<file path="config.mk">
export PLATFORM = sky130hd
export DESIGN_NAME = multicycle_control_fsm
export DESIGN_NICKNAME = d
export VERILOG_FILES = /design/src/rtl/multicycle_control_fsm_pkg.sv /design/src/rtl/multicycle_control_fsm_decode.sv /design/src/rtl/multicycle_control_fsm.sv
export SDC_FILE = /design/constraint.sdc
export NUM_CORES = 1
export LEC_CHECK = 0
export BUFFER_PORTS_ARGS = -buffer_cell sky130_fd_sc_hd__buf_2
export CAP_MARGIN = 10
export CORE_MARGIN = 2
export CORE_UTILIZATION = 56
export CTS_BUF_LIST = sky130_fd_sc_hd__clkbuf_8 sky130_fd_sc_hd__clkbuf_16
export DETAILED_ROUTE_END_ITERATION = 16
export PLACE_DENSITY_LB_ADDON = 0.2
export SETUP_SLACK_MARGIN = 0.05
export SLEW_MARGIN = 10
export SYNTH_ARGS = -nofsm -noshare
export SYNTH_HDL_FRONTEND = slang
export SYNTH_HIERARCHICAL = 1
export SYNTH_SLANG_ARGS = --single-unit
</file>
<file path="constraint.sdc">
create_clock -name clk -period 7.3 [get_ports clk]
set_input_delay 1.095 -clock clk [delete_from_list [all_inputs] [get_ports clk]]
set_output_delay 1.095 -clock clk [all_outputs]
set_load 0.05 [all_outputs]
</file>
<file path="src/rtl/multicycle_control_fsm_pkg.sv">
// Shared encodings for the multi-cycle RV32I control path: FSM states, opcodes,
// datapath mux selects and the packed control word driven by the sequencer.
package multicycle_control_fsm_pkg;

    typedef enum logic [2:0] {
        S_IF   = 3'd0,
        S_ID   = 3'd1,
        S_EX   = 3'd2,
        S_MEM  = 3'd3,
        S_WB   = 3'd4,
        S_HALT = 3'd5
    } state_t;

    localparam logic [6:0] OP_R     = 7'b0110011;
    localparam logic [6:0] OP_I     = 7'b0010011;
    localparam logic [6:0] OP_LD    = 7'b0000011;
    localparam logic [6:0] OP_ST    = 7'b0100011;
    localparam logic [6:0] OP_BR    = 7'b1100011;
    localparam logic [6:0] OP_JAL   = 7'b1101111;
    localparam logic [6:0] OP_JALR  = 7'b1100111;
    localparam logic [6:0] OP_ECALL = 7'b1110011;

    localparam logic       ALU_SRC_A_PC    = 1'b0;
    localparam logic       ALU_SRC_A_REG   = 1'b1;
    localparam logic [1:0] ALU_SRC_B_REG   = 2'd0;
    localparam logic [1:0] ALU_SRC_B_FOUR  = 2'd1;
    localparam logic [1:0] ALU_SRC_B_IMM   = 2'd2;
    localparam logic [1:0] ALU_CTRL_ADD    = 2'd0;
    localparam logic [1:0] ALU_CTRL_FUNCT  = 2'd1;
    localparam logic [1:0] ALU_CTRL_BRANCH = 2'd2;
    localparam logic       PCSRC_ALU       = 1'b0;
    localparam logic       PCSRC_ALUOUT    = 1'b1;
    localparam logic [1:0] WBSEL_ALUOUT    = 2'd0;
    localparam logic [1:0] WBSEL_MDR       = 2'd1;
    localparam logic [1:0] WBSEL_ALU       = 2'd2;

    typedef struct packed {
        logic       pc_write;
        logic       ir_write;
        logic       mdr_write;
        logic       i_or_d;
        logic       mem_read;
        logic       mem_write;
        logic       alu_src_a;
        logic [1:0] alu_src_b;
        logic [1:0] alu_ctrl_sel;
        logic       pc_source;
        logic       reg_write;
        logic [1:0] wb_sel;
    } ctrl_t;

endpackage

</file>
<file path="src/rtl/multicycle_control_fsm_decode.sv">
// Combinational half of the sequencer: current state plus instruction/handshake
// conditions produce the next state and the full datapath control word.
module mc_output_decode
    import multicycle_control_fsm_pkg::*;
(
    input  logic       run,
    input  logic [2:0] state,
    input  logic [6:0] opcode,
    input  logic       alu_bcond,
    input  logic       ecall_halt,
    input  logic       mem_ready,
    output ctrl_t      ctrl,
    output state_t     state_next
);

    always_comb begin
        ctrl       = '0;
        state_next = S_IF;
        if (run) begin
            case (state)
                S_IF: begin
                    ctrl.mem_read = 1'b1;
                    if (mem_ready) begin
                        ctrl.ir_write = 1'b1;
                        state_next    = S_ID;
                    end else begin
                        state_next    = S_IF;
                    end
                end
                S_ID: begin
                    // Precompute PC+imm into ALUOut for branch/JAL targets.
                    ctrl.alu_src_a    = ALU_SRC_A_PC;
                    ctrl.alu_src_b    = ALU_SRC_B_IMM;
                    ctrl.alu_ctrl_sel = ALU_CTRL_ADD;
                    state_next        = S_EX;
                    if (opcode == OP_ECALL) begin
                        if (ecall_halt) begin
                            state_next = S_HALT;
                        end else begin
                            ctrl.alu_src_b = ALU_SRC_B_FOUR;
                            ctrl.pc_write  = 1'b1;
                            ctrl.pc_source = PCSRC_ALU;
                            state_next     = S_IF;
                        end
                    end
                end
                S_EX: begin
                    state_next = S_WB;
                    case (opcode)
                        OP_R: begin
                            ctrl.alu_src_a    = ALU_SRC_A_REG;
                            ctrl.alu_src_b    = ALU_SRC_B_REG;
                            ctrl.alu_ctrl_sel = ALU_CTRL_FUNCT;
                        end
                        OP_I: begin
                            ctrl.alu_src_a    = ALU_SRC_A_REG;
                            ctrl.alu_src_b    = ALU_SRC_B_IMM;
                            ctrl.alu_ctrl_sel = ALU_CTRL_FUNCT;
                        end
                        OP_LD, OP_ST, OP_JALR: begin
                            ctrl.alu_src_a    = ALU_SRC_A_REG;
                            ctrl.alu_src_b    = ALU_SRC_B_IMM;
                            ctrl.alu_ctrl_sel = ALU_CTRL_ADD;
                            if (opcode != OP_JALR) state_next = S_MEM;
                        end
                        OP_BR: begin
                            ctrl.alu_src_a    = ALU_SRC_A_REG;
                            ctrl.alu_src_b    = ALU_SRC_B_REG;
                            ctrl.alu_ctrl_sel = ALU_CTRL_BRANCH;
                            if (alu_bcond) begin
                                ctrl.pc_write  = 1'b1;
                                ctrl.pc_source = PCSRC_ALUOUT;
                                state_next     = S_IF;
                            end
                        end
                        OP_JAL: begin
                            ctrl.alu_src_a    = ALU_SRC_A_PC;
                            ctrl.alu_src_b    = ALU_SRC_B_FOUR;
                            ctrl.alu_ctrl_sel = ALU_CTRL_ADD;
                            ctrl.reg_write    = 1'b1;
                            ctrl.wb_sel       = WBSEL_ALU;
                            ctrl.pc_write     = 1'b1;
                            ctrl.pc_source    = PCSRC_ALUOUT;
                            state_next        = S_IF;
                        end
                        default: ;
                    endcase
                end
                S_MEM: begin
                    ctrl.i_or_d    = 1'b1;
                    ctrl.mem_read  = (opcode == OP_LD);
                    ctrl.mem_write = (opcode == OP_ST);
                    if (mem_ready) begin
                        ctrl.mdr_write = (opcode == OP_LD);
                        state_next     = S_WB;
                    end else begin
                        state_next     = S_MEM;
                    end
                end
                S_WB: begin
                    ctrl.alu_src_a    = ALU_SRC_A_PC;
                    ctrl.alu_src_b    = ALU_SRC_B_FOUR;
                    ctrl.alu_ctrl_sel = ALU_CTRL_ADD;
                    ctrl.pc_write     = 1'b1;
                    ctrl.pc_source    = (opcode == OP_JALR) ? PCSRC_ALUOUT : PCSRC_ALU;
                    case (opcode)
                        OP_R, OP_I: begin
                            ctrl.reg_write = 1'b1;
                            ctrl.wb_sel    = WBSEL_ALUOUT;
                        end
                        OP_LD: begin
                            ctrl.reg_write = 1'b1;
                            ctrl.wb_sel    = WBSEL_MDR;
                        end
                        OP_JALR: begin
                            ctrl.reg_write = 1'b1;
                            ctrl.wb_sel    = WBSEL_ALU;
                        end
                        default: ;
                    endcase
                end
                S_HALT:  state_next = S_HALT;
                default: state_next = S_IF;
            endcase
        end
    end

endmodule

</file>
<file path="src/rtl/multicycle_control_fsm.sv">
// Multi-cycle RV32I control sequencer: state register, sticky halt flag and
// retired-instruction counter around the combinational control decoder.
module multicycle_control_fsm
    import multicycle_control_fsm_pkg::*;
#(
    parameter int CNT_W = 32
) (
    input  logic             clk,
    input  logic             reset,
    input  logic [6:0]       opcode,
    input  logic             alu_bcond,
    input  logic             ecall_halt,
    input  logic             mem_ready,
    output logic             pc_write,
    output logic             ir_write,
    output logic             mdr_write,
    output logic             i_or_d,
    output logic             mem_read,
    output logic             mem_write,
    output logic             alu_src_a,
    output logic [1:0]       alu_src_b,
    output logic [1:0]       alu_ctrl_sel,
    output logic             pc_source,
    output logic             reg_write,
    output logic [1:0]       wb_sel,
    output logic             is_halted,
    output logic [2:0]       state_out,
    output logic [CNT_W-1:0] retired
);

    logic [2:0]       state_reg;
    state_t           state_next;
    logic             halted_reg;
    logic [CNT_W-1:0] retired_reg;
    ctrl_t            ctrl;

    mc_output_decode u_decode (
        .run        (reset),
        .state      (state_reg),
        .opcode     (opcode),
        .alu_bcond  (alu_bcond),
        .ecall_halt (ecall_halt),
        .mem_ready  (mem_ready),
        .ctrl       (ctrl),
        .state_next (state_next)
    );

    always_ff @(posedge clk) begin
        if (!reset) begin
            state_reg   <= S_IF;
            halted_reg  <= 1'b0;
            retired_reg <= '0;
        end else begin
            state_reg <= state_next;
            if (state_reg == S_HALT) halted_reg <= 1'b1;
            // Every PC load marks the end of one instruction.
            if (ctrl.pc_write) retired_reg <= retired_reg + CNT_W'(1);
        end
    end

    assign pc_write     = ctrl.pc_write;
    assign ir_write     = ctrl.ir_write;
    assign mdr_write    = ctrl.mdr_write;
    assign i_or_d       = ctrl.i_or_d;
    assign mem_read     = ctrl.mem_read;
    assign mem_write    = ctrl.mem_write;
    assign alu_src_a    = ctrl.alu_src_a;
    assign alu_src_b    = ctrl.alu_src_b;
    assign alu_ctrl_sel = ctrl.alu_ctrl_sel;
    assign pc_source    = ctrl.pc_source;
    assign reg_write    = ctrl.reg_write;
    assign wb_sel       = ctrl.wb_sel;
    assign is_halted    = halted_reg;
    assign state_out    = state_reg;
    assign retired      = retired_reg;

endmodule

</file>
==> impl_metrics.env, run 1 <==
export IMPL_wire_per_inst_um=14.3
export IMPL_end_kind="flip-flop"
export IMPL_cts_root_buf="clkbuf_8"
export IMPL_async_flop_share_pct=0
export IMPL_synth_area_top_cells="dfxtp_1 (33%), a21oi_1 (4.8%), nand2_1 (4.6%)"
export IMPL_antenna_found_initial=0
export IMPL_gr_total_overflow=0
export IMPL_io_pins=63
export IMPL_holdWs_ns=0.482
export IMPL_fin_skew_ns=0.00267
export IMPL_final_cell_mix="buf_2 (62), dfxtp_1 (36), nand2_1 (27)"
export IMPL_start_kind="input port"
export IMPL_rsz0062_at_grt="false"
export IMPL_hold_viol_final=0
export IMPL_crit_type="input port to flip-flop"
export IMPL_hp_class="flip-flop to flip-flop"
export IMPL_required_ns=7.50
export IMPL_crit_chain="buf_2, and4bb_1, nand4_2, or4_4, nand3_2, and4_1, nand4_1, or4_1, a21oi_1"
export IMPL_tightest_slew_ns=0.739
export IMPL_initial_utilization_pct=59.0
export IMPL_postCtsResizedCells=0
export IMPL_synth_top_cell_area_share_pct=32.9
export IMPL_crit_fanout=21
export IMPL_coreArea_um2=3720
export IMPL_synth_distinct_cells=52
export IMPL_cpPeakStageDelay_ns=0.71
export IMPL_syn_area_per_cell_um2=7.97
export IMPL_maxCapViolations=0
export IMPL_numClockSinks=36
export IMPL_htree_levels=2
export IMPL_final_common_cell="buf_2"
export IMPL_netlist_instances=275
export IMPL_p_leak_uw=0.00104
export IMPL_drtIter0Drc=215
export IMPL_syn_area_um2=2190
export IMPL_utilization_pct=70.6
export IMPL_ant_nets=0
export IMPL_drv_slew=0
export IMPL_drc_errors=0
export IMPL_antenna_cells=0
export IMPL_post_cts_buffers=0
export IMPL_p_total_uw=418
export IMPL_dp_hpwl_mm=3.81
export IMPL_gp_congestion=0.871
export IMPL_yosysWarnings=6
export IMPL_synthToLayoutAreaGrowth_pct=19.7
export IMPL_vias_per_cell=6.12
export IMPL_fin_tns_setup_ns=0
export IMPL_ys_flop_type="dfxtp_1"
export IMPL_finalSetupViolations=0
export IMPL_grt_pass1_vias=1908
export IMPL_nets=343
export IMPL_wirelength_mm=5.43
export IMPL_relSlewSlack_pct=50.4
export IMPL_die_height_um=66.6
export IMPL_fin_crit_sh_pct=53.8
export IMPL_io_buffers=62
export IMPL_status="finished clean"
export IMPL_grt_max_degree=28
export IMPL_die_x_um=66.6
export IMPL_dpl_cell_area_um2=2500
export IMPL_cts_made_buffers=5
export IMPL_postCtsHoldBufs=0
export IMPL_largest_register_ffs=32
export IMPL_cts_tree="done"
export IMPL_fin_area_um2=2620
export IMPL_grt_pass1_wl_mm=8.76
export IMPL_yosys_area_top_type="dfxtp_1"
export IMPL_cp_slowest_cell="or4_1"
export IMPL_drive_above_1_share_pct=24.5
export IMPL_num_rows=22
export IMPL_fmax_mhz=255
export IMPL_grt_usage_pct=25.1
export IMPL_p_per_area_nw_per_um2=159
export IMPL_clockBufferDepth=2
export IMPL_clkLatencyLatePin_ns=0.29
export IMPL_dieArea_um2=4430
export IMPL_synth_edf_count=0
export IMPL_dr_pass1_iters=4
export IMPL_ir_drop_mv=0.140
export IMPL_finalCriticalPeriod_ns=3.93
export IMPL_ys_seq_area_share_pct=32.9
export IMPL_crit_arrival_ns=4.13
export IMPL_synth_seq_cells=36
export IMPL_num_vias=2319
export IMPL_clk_pin_slew_worst_paths_ns=0.07
export IMPL_synthesis_nets=288
[logic make-up after synthesis]
logic type	Yosys count	synth area share, %
AND/OR/NAND/NOR	148	40.2
AO/OA/AOI/OAI	56	16.3
multiplexers	4	1.83
XOR/XNOR	11	4.39
buffers and inverters	19	3.82
flip-flops	36	32.9
adder cells (fa/ha/maj)	1	0.571
[worst max-delay path, delay by kind of cell]
family / cells / cell delay (ns)
and+or+nand+nor: 7 / 2.73
buffers and inverters: 1 / 0.15
AOI/OAI and AO/OA: 1 / 0.14
[path summary, 6_finish.rpt]
kind / from / endpoint / slack [ns] / depth (start not counted)
min reg2reg: is_halted / is_halted / 0.48 / 2
max: opcode[3] / retired[27] / 3.37 / 9
max reg2reg: state_out[1] / retired[27] / 4.03 / 8
min: is_halted / is_halted / 0.48 / 2
[report_power, final]
| group | internal, uW | leakage [uW] | total, uW | switching [uW] |
|---|---|---|---|---|
| Clock | 120 | 0.0000645 | 191 | 70.8 |
| Sequential | 197 | 0.000290 | 198 | 1.35 |
| Combinational | 8.47 | 0.000689 | 28.3 | 19.8 |
| Total | 326 | 0.00104 | 418 | 92.0 |
[metal layers]
metal / up-vias / GRT usage (%) / part of all wire (%)
met5: - / 0 / 0
met4: 0 / 7.40 / 1.1
met3: 7 / 4.90 / 6.1
met2: 92 / 38.9 / 45
met1: 1071 / 35.3 / 48
li1: 1149 / - / -
[through the flow]
step                      instances  setup slack [ns]
after floorplan                 275              2.16
after global placement          371              3.17
after detailed placement        371              3.11
after CTS                       379              3.39
after global routing            379              3.25
final                           379              3.37
[synth_stat cells (2+ instances only)]
cell type  instances
and2_1             4
or2_2              2
xnor2_1            6
nand4bb_1          3
a2111oi_0          3
or3_2              2
xor2_1             5
o21ai_0            9
nand2_1           27
and4_1             3
nand4_1           12
and3_1             5
or4_4              2
or3_1              6
nand2b_1          12
nor2_1            21
nor3_1             4
nor2b_1            4
nor3b_1            3
nand3_1           10
a21oi_1           21
nor4_1            11
o311ai_0           3
inv_1              4
mux2i_1            4
or4_1              4
o31ai_1            5
o41ai_1            6
or2_1              2
clkbuf_1           9
dfxtp_1           36
nand3b_1           2
buf_2              4
a31oi_1            3
[layout make-up]
cell class	instances	area, um2
multi-input cells	220	1390
clock buffers	7	96.3
clock inverters	1	30.0
inverters	5	18.8
repair buffers	62	310
flip-flops and latches	36	721
well taps	48	60.1
fillers	318	1090
Power figures use the tool's default switching activity.
==> inputs of run 2 (changes only) <==
--- a/config.mk
+++ b/config.mk
@@ -5,10 +5,11 @@
 export SDC_FILE = /design/constraint.sdc
 export NUM_CORES = 1
 export LEC_CHECK = 0
+export ABC_AREA = 1
 export BUFFER_PORTS_ARGS = -buffer_cell sky130_fd_sc_hd__buf_2
 export CAP_MARGIN = 10
 export CORE_MARGIN = 2
-export CORE_UTILIZATION = 56
+export CORE_UTILIZATION = 48
 export CTS_BUF_LIST = sky130_fd_sc_hd__clkbuf_8 sky130_fd_sc_hd__clkbuf_16
 export DETAILED_ROUTE_END_ITERATION = 16
 export PLACE_DENSITY_LB_ADDON = 0.2
==> constraint.sdc (replaced) <==
create_clock -name clk -period 3.2 [get_ports clk]
set_input_delay 0.48 -clock clk [delete_from_list [all_inputs] [get_ports clk]]
set_output_delay 0.48 -clock clk [all_outputs]
set_load 0.05 [all_outputs]
==> impl_metrics.env, run 2 <==
export IMPL_status="finished clean"
export IMPL_final_common_cell="nand2_1"
export IMPL_fillers=485
export IMPL_end_kind="output port"
export IMPL_ys_flop_type="dfxtp_1"
export IMPL_synth_distinct_cells=34
export IMPL_synthesis_nets=395
export IMPL_post_cts_buffers=0
export IMPL_antenna_cells=0
export IMPL_postCtsHoldBufs=0
export IMPL_drive_above_1_share_pct=26.3
export IMPL_coreArea_um2=4720
export IMPL_synth_most_common_cell="nand2_1"
export IMPL_drtIter0Drc=112
export IMPL_clkLatencyLatePin_ns=0.29
export IMPL_nets=461
export IMPL_dp_hpwl_mm=4.51
export IMPL_grt_pass1_wl_mm=9.54
export IMPL_synth_seq_cells=36
export IMPL_p_per_area_nw_per_um2=291
export IMPL_fin_skew_ns=0.0114
export IMPL_cts_tree="done"
export IMPL_drc_errors=0
export IMPL_start_kind="input port"
export IMPL_tightest_slew_ns=0.398
export IMPL_post_place_ws_ns=0.677
export IMPL_largest_register_ffs=32
export IMPL_grt_max_degree=32
export IMPL_crit_fanout=12
export IMPL_grt_usage_pct=22.3
export IMPL_final_cell_mix="nand2_1 (88), nor2_1 (64), buf_2 (62)"
export IMPL_crit_type="input port to output port"
export IMPL_synthToLayoutAreaGrowth_pct=19.7
export IMPL_rsz0062_at_grt="false"
export IMPL_required_ns=2.72
export IMPL_crit_arrival_ns=1.90
export IMPL_maxCapViolations=0
export IMPL_ys_seq_area_share_pct=30.7
export IMPL_dr_pass1_iters=5
export IMPL_synth_top_cell_area_share_pct=30.7
export IMPL_syn_area_um2=2350
export IMPL_yosysWarnings=6
export IMPL_gr_total_overflow=0
export IMPL_antenna_found_initial=0
export IMPL_dp_cells=508
export IMPL_io_buffers=62
export IMPL_clockBufferDepth=2
export IMPL_synth_area_top_cells="dfxtp_1 (31%), nand2_1 (14%), nor2_1 (10%)"
export IMPL_dieArea_um2=5470
export IMPL_die_height_um=74.0
export IMPL_vias_per_cell=4.95
export IMPL_wirelength_mm=5.82
export IMPL_gp_congestion=0.874
export IMPL_yosys_top_cells_count="nand2_1 (88), nor2_1 (65), inv_1 (49)"
export IMPL_cts_made_buffers=5
export IMPL_cts_root_buf="clkbuf_8"
export IMPL_hp_class="flip-flop to flip-flop"
export IMPL_initial_utilization_pct=49.8
export IMPL_postCtsResizedCells=0
export IMPL_io_pins=63
export IMPL_instances_no_fill=515
export IMPL_finalCriticalPeriod_ns=2.38
export IMPL_drv_slew=0
export IMPL_hold_viol_final=0
export IMPL_fmax_mhz=420
export IMPL_syn_area_per_cell_um2=6.15
export IMPL_p_leak_uw=0.00133
export IMPL_num_vias=2548
export IMPL_die_x_um=74.0
export IMPL_yosys_area_top_type="dfxtp_1"
export IMPL_clk_pin_slew_worst_paths_ns=0.07
export IMPL_fin_crit_sh_pct=74.3
export IMPL_relSlewSlack_pct=73.3
export IMPL_async_flop_share_pct=0
export IMPL_ir_drop_mv=0.230
export IMPL_num_rows=25
export IMPL_finalWorstSetupSlack_ns=0.821
export IMPL_utilization_pct=59.6
export IMPL_htree_levels=2
export IMPL_ant_nets=0
export IMPL_p_total_uw=818
export IMPL_netlist_instances=382
export IMPL_fin_tns_setup_ns=0
export IMPL_wire_per_inst_um=11.3
export IMPL_synth_edf_count=0
export IMPL_grt_pass1_vias=2214
export IMPL_numClockSinks=36
export IMPL_finalSetupViolations=0
==> run 2: cell count changes after synthesis, moves of 10 or more <==
cell	change
nand2_1	+61
nor2_1	+44
nor2_2	+12
nand3_1	+18
inv_2	+10
inv_1	+45
nand2b_1	-12
==> run 2: worst max-delay path, cell delays in order <==
cell,delay (ns)
buf_2,0.12
nor2_2,0.14
nand2_4,0.09
nor2_4,0.10
inv_2,0.04
or2_4,0.24
nor2_4,0.08
o21ai_2,0.06
nand2_1,0.07
buf_4,0.17
buf_2,0.29
==> run 2: worst paths after layout <==
check	start	endpoint	slack [ns]	depth (start not counted)
hold / removal	is_halted	is_halted	0.47	2
hold reg to reg	is_halted	is_halted	0.47	2
setup / recovery	opcode[3]	pc_write	0.82	11
setup reg to reg	state_out[0]	retired[25]	0.93	16
==> run 2: final cells by class <==
class	count	area (um2)	area share [%]
Clock buffer	5	68.8	2.44
Clock inverter	2	8.76	0.311
Inverter	61	234	8.31
Multi-Input combinational cell	280	1370	48.8
Sequential cell	36	721	25.6
Tap cell	67	83.8	2.98
Timing Repair Buffer	64	325	11.6
==> run 2: power breakdown <==
part           internal, uW  switching [uW]
logic                  18.1            46.2
registers               449            1.20
clock network           145             160
total                   612             207
==> run 2: logic make-up after synthesis <==
family,Yosys count,share of synthesized area [%]
and+or+nand+nor,236,47.8
buffers and inverters,66,11.0
AOI/OAI and AO/OA,42,9.58
DFF,36,30.7
xor gates and xnor gates,1,0.373
adders and majority gates,1,0.532
==> run 2: routing by layer <==
metal,wire [um],vias to the layer above,GRT usage (%)
met5,0,-,0
met4,39,0,7.47
met3,244,4,4.74
met2,2790,56,36.5
met1,2740,1160,29.2
li1,-,1328,-
==> run 2: stage by stage <==
stage / hold WS (ns) / cell area (um2)
after floorplan: 0.667 / 2350
after global placement: 0.436 / 2740
after detailed placement: 0.468 / 2740
after CTS: 0.480 / 2820
after global routing: 0.484 / 2820
final: 0.471 / 2820
==> inputs of run 3 (changes only) <==
--- a/config.mk
+++ b/config.mk
@@ -9,7 +9,7 @@
 export BUFFER_PORTS_ARGS = -buffer_cell sky130_fd_sc_hd__buf_2
 export CAP_MARGIN = 10
 export CORE_MARGIN = 2
-export CORE_UTILIZATION = 48
+export CORE_UTILIZATION = 53
 export CTS_BUF_LIST = sky130_fd_sc_hd__clkbuf_8 sky130_fd_sc_hd__clkbuf_16
 export DETAILED_ROUTE_END_ITERATION = 16
 export PLACE_DENSITY_LB_ADDON = 0.2
==> constraint.sdc (replaced) <==
create_clock -name clk -period 2.3 [get_ports clk]
set_input_delay 0.345 -clock clk [delete_from_list [all_inputs] [get_ports clk]]
set_output_delay 0.345 -clock clk [all_outputs]
set_load 0.05 [all_outputs]
==> impl_metrics.env, run 3 (synthesized netlist as in run 2, its figures left out) <==
export IMPL_status="finished clean"
export IMPL_required_ns=1.96
export IMPL_use_met1_pct=29.4
export IMPL_reg2reg_depth=15
export IMPL_utilization_pct=66.1
export IMPL_wire_per_inst_um=11.1
export IMPL_dieArea_um2=4980
export IMPL_dp_cells=493
export IMPL_fin_area_um2=2860
export IMPL_hold_depth=2
export IMPL_die_height_um=70.6
export IMPL_grtUsageMet3_pct=4.70
export IMPL_cts_root_buf="clkbuf_8"
export IMPL_hold_end="is_halted"
export IMPL_crit_type="flip-flop to output port"
export IMPL_io_buffers=62
export IMPL_htree_levels=2
export IMPL_start_kind="flip-flop"
export IMPL_die_x_um=70.6
export IMPL_clk_pin_slew_worst_paths_ns=0.07
export IMPL_tightest_slew_ns=0.346
export IMPL_antenna_found_initial=0
export IMPL_drv_slew=0
export IMPL_gp_congestion=0.860
export IMPL_grt_max_degree=31
export IMPL_busiest_layer="met2"
export IMPL_use_met2_pct=38.2
export IMPL_final_cell_mix="nand2_1 (86), buf_2 (62), nor2_1 (61)"
export IMPL_gr_total_overflow=0
export IMPL_p_comb_share_pct=8.1
export IMPL_drtIter0Drc=83
export IMPL_p_per_area_nw_per_um2=397
export IMPL_drive_above_1_share_pct=28.3
export IMPL_dpl_cell_area_um2=2770
export IMPL_relSlewSlack_pct=76.8
export IMPL_final_common_cell="nand2_1"
export IMPL_ant_nets=0
export IMPL_io_pins=63
export IMPL_grt_pass1_wl_mm=9.32
export IMPL_vias_per_cell=5.08
export IMPL_cts_made_buffers=5
export IMPL_maxCapViolations=0
export IMPL_fin_crit_sh_pct=89.2
export IMPL_p_int_uw=851
export IMPL_postCtsResizedCells=0
export IMPL_hp_class="flip-flop to flip-flop"
export IMPL_initial_utilization_pct=54.4
export IMPL_clkPwrFrac_pct=36.9
export IMPL_synthToLayoutAreaGrowth_pct=21.7
export IMPL_switching_power_uw=284
export IMPL_post_cts_buffers=0
export IMPL_finalCriticalPeriod_ns=2.05
export IMPL_wirelength_mm=5.54
export IMPL_num_vias=2543
export IMPL_nets=461
export IMPL_coreArea_um2=4320
export IMPL_hold_viol_final=0
export IMPL_drc_errors=0
export IMPL_rsz0062_at_grt="false"
export IMPL_r2r_start="state_out[0]"
export IMPL_dp_hpwl_mm=4.37
export IMPL_grt_pass1_vias=2189
export IMPL_cts_tree="done"
export IMPL_seq_power_share_pct=55.0
export IMPL_postCtsHoldBufs=0
export IMPL_end_kind="output port"
export IMPL_dr_pass1_iters=4
export IMPL_fmax_mhz=487
export IMPL_largest_register_ffs=32
export IMPL_worst_hold_startpoint="is_halted"
export IMPL_finalSetupViolations=0
export IMPL_clkLatencyLatePin_ns=0.29
export IMPL_grt_usage_pct=22.8
export IMPL_instances_no_fill=501
export IMPL_p_leak_uw=0.00135
export IMPL_crit_fanout=12
export IMPL_antenna_cells=0
export IMPL_crit_arrival_ns=1.71
export IMPL_timing_rr_end="retired[31]"
export IMPL_fin_skew_ns=0.00328
export IMPL_clockBufferDepth=2
export IMPL_num_rows=24
export IMPL_regToRegSetupSlack_ns=0.31
export IMPL_numClockSinks=36
export IMPL_ir_drop_mv=0.312
export IMPL_p_sw_share_pct=25.0
## run 3: worst max path at each step
| stage | from | to | slack, ns | depth (start not counted) |
|---|---|---|---|---|
| global route | state_out[0] | retired[31] | 0.06 | 15 |
| CTS | state_out[0] | pc_write | 0.17 | 8 |
| floorplan | state_out[0] | retired[24] | 0.03 | 15 |
| detailed placement | opcode[3] | retired[29] | -0.02 | 17 |
| global placement | opcode[3] | retired[29] | 0.08 | 16 |
| finish | state_out[0] | pc_write | 0.25 | 8 |
## run 3: per-stage QoR
stage | setup slack, ns | TNS (ns) | power, uW | hold WS [ns]
finish | 0.248 | 0 | 1140 | 0.452
global route | 0.0595 | 0 | 1180 | 0.463
CTS | 0.169 | 0 | 1140 | 0.452
detailed placement | -0.0175 | -0.0202 | 729 | 0.446
global placement | 0.0850 | 0 | 728 | 0.439
floorplan | 0.0259 | 0 | 700 | 0.585
## run 3: power by group through the flow
stage	clock [uW]	sequential, uW	combinational, uW
after detailed placement	0	639	90.5
final	419	624	91.6
after global placement	0	639	89.2
after floorplan	0	643	57.1
after CTS	430	624	90.8
after global routing	453	624	101
## run 3: area by class of cell
cell class              instances  area, um2
well taps                      52       65.1
clock buffers                   5       68.8
repair buffers                 64        325
multi-input cells             280       1430
fillers                       413       1460
flip-flops and latches         36        729
inverters                      61        234
clock inverters                 3       11.3
## run 3: worst max-delay path, cell delays in order (launching register included)
cell and delay [ns]:
dfxtp_4 0.36, inv_1 0.07, nand3_2 0.13, inv_2 0.05, nand3_1 0.09, nand2_1 0.08, o21ai_2 0.28, nand2_8 0.12
buf_2 0.23
## run 3: routing by layer
metal | wire [um] | vias to the layer above
met3 | 439 | 8
met5 | 0 | -
met2 | 2550 | 84
li1 | - | 1345
met1 | 2470 | 1106
met4 | 84 | 0
